===== config.mk =====
export PLATFORM = sky130hd
export DESIGN_NAME = uart_fifo_rd_ctrl_flat
export DESIGN_NICKNAME = d
export VERILOG_FILES = /design/src/rtl/uart_fifo_rd_ctrl_if.sv /design/src/rtl/uart_fifo_rd_ctrl.sv /design/src/flat_wrapper.sv
export SDC_FILE = /design/constraint.sdc
export NUM_CORES = 1
export LEC_CHECK = 0
export ABC_AREA = 1
export CELL_PAD_IN_SITES_DETAIL_PLACEMENT = 1
export CELL_PAD_IN_SITES_GLOBAL_PLACEMENT = 1
export CORE_ASPECT_RATIO = 1.25
export CORE_MARGIN = 8
export CORE_UTILIZATION = 25
export CTS_BUF_LIST = sky130_fd_sc_hd__clkbuf_8
export DETAILED_ROUTE_END_ITERATION = 12
export DONT_BUFFER_PORTS = 1
export GPL_ROUTABILITY_DRIVEN = 0
export PLACE_DENSITY = 0.47
export SYNTH_ARGS = -nofsm -noshare
export SYNTH_HDL_FRONTEND = slang
export SYNTH_SLANG_ARGS = --single-unit

===== constraint.sdc =====
create_clock -name i_fifo_rd_clk -period 3.74 [get_ports i_fifo_rd_clk]
set_input_delay 0.374 -clock i_fifo_rd_clk [delete_from_list [all_inputs] [get_ports i_fifo_rd_clk]]
set_output_delay 0.374 -clock i_fifo_rd_clk [all_outputs]
set_load 0.02 [all_outputs]

===== src/rtl/uart_fifo_rd_ctrl_if.sv =====
// uart_fifo_rd_ctrl_if: read-side FIFO signals between the controller and memory/sync/serializer
interface uart_fifo_rd_ctrl_if #(
    parameter int DATA_WIDTH = 8,
    parameter int ADDR_WIDTH = 3
);
    logic [ADDR_WIDTH:0]   wptr_sync;
    logic [DATA_WIDTH-1:0] mem_data;
    logic                  ready;
    logic [ADDR_WIDTH-1:0] addr;
    logic [ADDR_WIDTH:0]   gptr;
    logic                  empty;
    logic [ADDR_WIDTH:0]   count;
    logic [DATA_WIDTH-1:0] data;
    logic                  valid;
    modport master (
        input  wptr_sync, mem_data, ready,
        output addr, gptr, empty, count, data, valid
    );
    modport slave (
        output wptr_sync, mem_data, ready,
        input  addr, gptr, empty, count, data, valid
    );
endinterface


===== src/rtl/uart_fifo_rd_ctrl.sv =====
// uart_fifo_rd_ctrl: async FIFO read-side pointers, empty/count flags and registered output stage
module uart_fifo_rd_ctrl #(
    parameter int DATA_WIDTH = 8,
    parameter int ADDR_WIDTH = 3
) (
    input  logic                    i_fifo_rd_clk,
    input  logic                    i_fifo_rd_rst_n,
    uart_fifo_rd_ctrl_if.master     rd
);
    localparam int PW = ADDR_WIDTH + 1;
    logic [PW-1:0]         rbin_q, rbin_d, rgray_q, rgray_d, count_q, count_d;
    logic                  empty_q, empty_d, valid_q, valid_d, pop;
    logic [DATA_WIDTH-1:0] data_q, data_d;
    function automatic logic [PW-1:0] g2b(input logic [PW-1:0] g);
        for (int i = 0; i < PW; i++) g2b[i] = ^(g >> i);
    endfunction
    // next-state: pop when memory has a word and the output stage is free or draining
    always_comb begin
        pop     = !empty_q && (!valid_q || rd.ready);
        rbin_d  = pop ? rbin_q + 1'b1 : rbin_q;
        rgray_d = rbin_d ^ (rbin_d >> 1);
        data_d  = pop ? rd.mem_data : data_q;
        valid_d = pop || (valid_q && !rd.ready);
        empty_d = rgray_d == rd.wptr_sync;
        count_d = g2b(rd.wptr_sync) - rbin_d;
    end
    // state registers, asynchronously cleared
    always_ff @(posedge i_fifo_rd_clk or negedge i_fifo_rd_rst_n) begin
        if (!i_fifo_rd_rst_n) begin
            rbin_q  <= '0;
            rgray_q <= '0;
            empty_q <= 1'b1;
            count_q <= '0;
            data_q  <= '0;
            valid_q <= 1'b0;
        end else begin
            rbin_q  <= rbin_d;
            rgray_q <= rgray_d;
            empty_q <= empty_d;
            count_q <= count_d;
            data_q  <= data_d;
            valid_q <= valid_d;
        end
    end
    assign rd.addr  = rbin_q[ADDR_WIDTH-1:0];
    assign rd.gptr  = rgray_q;
    assign rd.empty = empty_q;
    assign rd.count = count_q;
    assign rd.data  = data_q;
    assign rd.valid = valid_q;
endmodule


===== src/flat_wrapper.sv =====
// flat-port wrapper written by rule: the top's interface ports become plain ports
module uart_fifo_rd_ctrl_flat 
#(
    parameter int DATA_WIDTH = 8,
    parameter int ADDR_WIDTH = 3
)
  (i_fifo_rd_clk, i_fifo_rd_rst_n, rd_wptr_sync, rd_mem_data, rd_ready, rd_addr, rd_gptr, rd_empty, rd_count, rd_data, rd_valid);
  uart_fifo_rd_ctrl_if #(.DATA_WIDTH(DATA_WIDTH), .ADDR_WIDTH(ADDR_WIDTH)) rd_i ();
  input  logic i_fifo_rd_clk;
  input  logic i_fifo_rd_rst_n;
  input wire logic [$bits(rd_i.wptr_sync)-1:0] rd_wptr_sync;
  input wire logic [$bits(rd_i.mem_data)-1:0] rd_mem_data;
  input wire logic [$bits(rd_i.ready)-1:0] rd_ready;
  output wire logic [$bits(rd_i.addr)-1:0] rd_addr;
  output wire logic [$bits(rd_i.gptr)-1:0] rd_gptr;
  output wire logic [$bits(rd_i.empty)-1:0] rd_empty;
  output wire logic [$bits(rd_i.count)-1:0] rd_count;
  output wire logic [$bits(rd_i.data)-1:0] rd_data;
  output wire logic [$bits(rd_i.valid)-1:0] rd_valid;
  assign rd_i.wptr_sync = rd_wptr_sync;
  assign rd_i.mem_data = rd_mem_data;
  assign rd_i.ready = rd_ready;
  assign rd_addr = rd_i.addr;
  assign rd_gptr = rd_i.gptr;
  assign rd_empty = rd_i.empty;
  assign rd_count = rd_i.count;
  assign rd_data = rd_i.data;
  assign rd_valid = rd_i.valid;
  uart_fifo_rd_ctrl #(.DATA_WIDTH(DATA_WIDTH), .ADDR_WIDTH(ADDR_WIDTH)) u_core (.i_fifo_rd_clk(i_fifo_rd_clk), .i_fifo_rd_rst_n(i_fifo_rd_rst_n), .rd(rd_i));
endmodule

==> reports/metrics.csv <==
metric,value,unit
clock_path_buffers,2,
wl,2954,µm
post-route-util,28.32,%
syn2layout_area_growth,8.752,%
maxCapViolCount,0,
period_needed,1.913,ns
n_antenna_cell,0,
cts.sinks,21,
ys_warn_count,0,
fmax,522.8,MHz
tns,0,ns
skew,0.003979,ns
dp_hpwl,2407,µm
ys_seq_elements,21,
p_total,0.001117,W
cts_setup_buffers,0,
vias_per_cell,4.324,
outcome,completed,
track_usage,8.758,%
worst_pin_slew,0.9719,ns
final_cell_mix,"68 x nand2_1, 20 x dfrtp_1, 15 x inv_1",
final_common_cell,nand2_1,
grt_pass1_vias,952,
drc,0,
fin_crit_sh,51.14,%
h-tree-depth,1,
whs,0.2213,ns
setup_viol,0,
critPathSlowestCell,dfrtp_1,
vias,895,
grt_start_max_net_pins,22,
cts-root-buf,clkbuf_8,
crit_arrival,2.09,ns
max_slew_margin,34.99,%
hold_violations,0,
ant_nets,0,
antenna_found_initial,0,
multi_input_area,529.3,µm²
drive_above_1_share,12.75,%
die_h,91.62,µm
synthesis.area,1144,µm²
yosysUniqueCellTypes,20,
cts_tree,done,
rows,27,
worstPathMaxFanout,6,
crit_required,3.92,ns
path_class,reg2reg,
grt_pass1_wl,4988,µm
endpoint_kind,flip-flop,
drtIter0Drc,27,
grt-ovfl-total,0,
p_leak,0.6695,nW
cts.clk_slew.worst_paths,0.08,ns
coreArea,4392,µm²
n_fill_cell,550,
syn_inst,146,
avgSynthCellArea,7.833,µm²
port_buffers,0,
clk-insertion-delay-late,0.26,ns
yosysSeqAreaShare,46.06,%
ir_drop,216.3,µV
syn_nets,164,
power_density,898.3,nW/µm²
dieArea,7008,µm²
critPathMaxStageDelay,0.51,ns
numCtsBuffers,3,
cts_resized,0,
slew_viol_final,0,
io_pins,36,
initial_core_util,26.04,%
wl_per_cell,14.27,µm
place_ws,1.827,ns
worstPathCellList,ha_1 -> nand3_1 -> nand2_2 -> nor2_1 -> nor2_2 -> ha_1 -> nor2_1 -> xnor2_1,
startpoint_type,flip-flop,
dr.pass1.iters,4,
grt_setup_unrepaired,false,
num-nets-final,168,
area.sequential,526.8,µm²
worst_slack,1.827,ns
hold_class,in2reg,
floorplan.die.width,76.50,µm
power by group:
part           total (W)  internal [W]  switching, W
Sequential      0.000523      0.000325      0.000198
Clock           0.000145     0.0000730     0.0000716
Combinational   0.000450      0.000153      0.000297
sequential cells by signal, summed over array words and instances, names as in the netlist:
register,flops
u_core.rd.data,8
u_core.rd.valid,1
u_core.rbin_q,4
u_core.rd.empty,1
u_core.rd.gptr,3
u_core.rd.count,4
through the flow:
step,area [µm²],instances
after global placement,1189,202
final,1244,207
after CTS,1244,207
after global routing,1244,207
after detailed placement,1189,202
after floorplan,1144,146
worst max-delay path, delay by kind of cell (launching register included):
kind,cells,cell delay [ns]
simple gates,5,0.66
fa+ha+maj,2,0.54
flops,1,0.51
xor+xnor,1,0.12
cell type report:
type | instances | area share, %
Multi-Input combinational cell | 107 | 42.56
Sequential cell | 21 | 42.35
Tap cell | 58 | 5.835
Inverter | 16 | 4.829
Clock buffer | 3 | 3.320
Timing Repair Buffer | 1 | 0.8048
Clock inverter | 1 | 0.3018
routing by layer:
layer	wire, µm	track usage (%)
met1	1166	8.975
met2	1531	15.60
met3	215	2.930
met4	40	4.341
met5	0	0
kinds of logic (layout without fill, tap and decap cells):
family	Yosys count	count (layout)	synth area share (%)
AOI/OAI and AO/OA	3	3	1.860
buffers and inverters	18	21	7.659
adders and majority gates	3	3	3.283
and+or+nand+nor	97	97	38.07
DFF	21	21	46.06
xor gates and xnor gates	4	4	3.064
timing repair:
action                                  in CTS  in global routing
hold endpoints to repair                    21                  0
endpoints found under the setup margin       0                  0
hold buffers                                 1                  0
Yosys cell counts (all sizes together):
cell / n / area (µm²)
a21boi: 1 / 7.510
a21oi: 1 / 8.760
buf: 2 / 27.53
dfrtp: 20 / 500.5
dfstp: 1 / 26.28
ha: 3 / 37.54
inv: 16 / 60.06
nand2: 79 / 344.1
nand3: 12 / 60.06
nand3b: 1 / 7.510
nand4: 1 / 6.260
nor2: 4 / 17.52
o21ai: 1 / 5.000
xnor2: 2 / 17.52
xor2: 2 / 17.52
path summary, 6_finish.rpt:
path,from,end,slack [ns],cells after the start
setup / recovery,u_core.rbin_q[0],u_core.rd.count[2],1.83,8
hold / removal,rd_mem_data[0],u_core.rd.data[0],0.22,2
hold reg to reg,u_core.rd.empty,u_core.rd.valid,0.54,1
setup reg to reg,u_core.rbin_q[0],u_core.rd.count[2],1.83,8
max in group asynchronous,i_fifo_rd_rst_n,u_core.rd.data[1],2.43,1
min in group asynchronous,i_fifo_rd_rst_n,u_core.rd.data[0],0.71,1
Note: power is estimated with default switching activity, not from simulation.
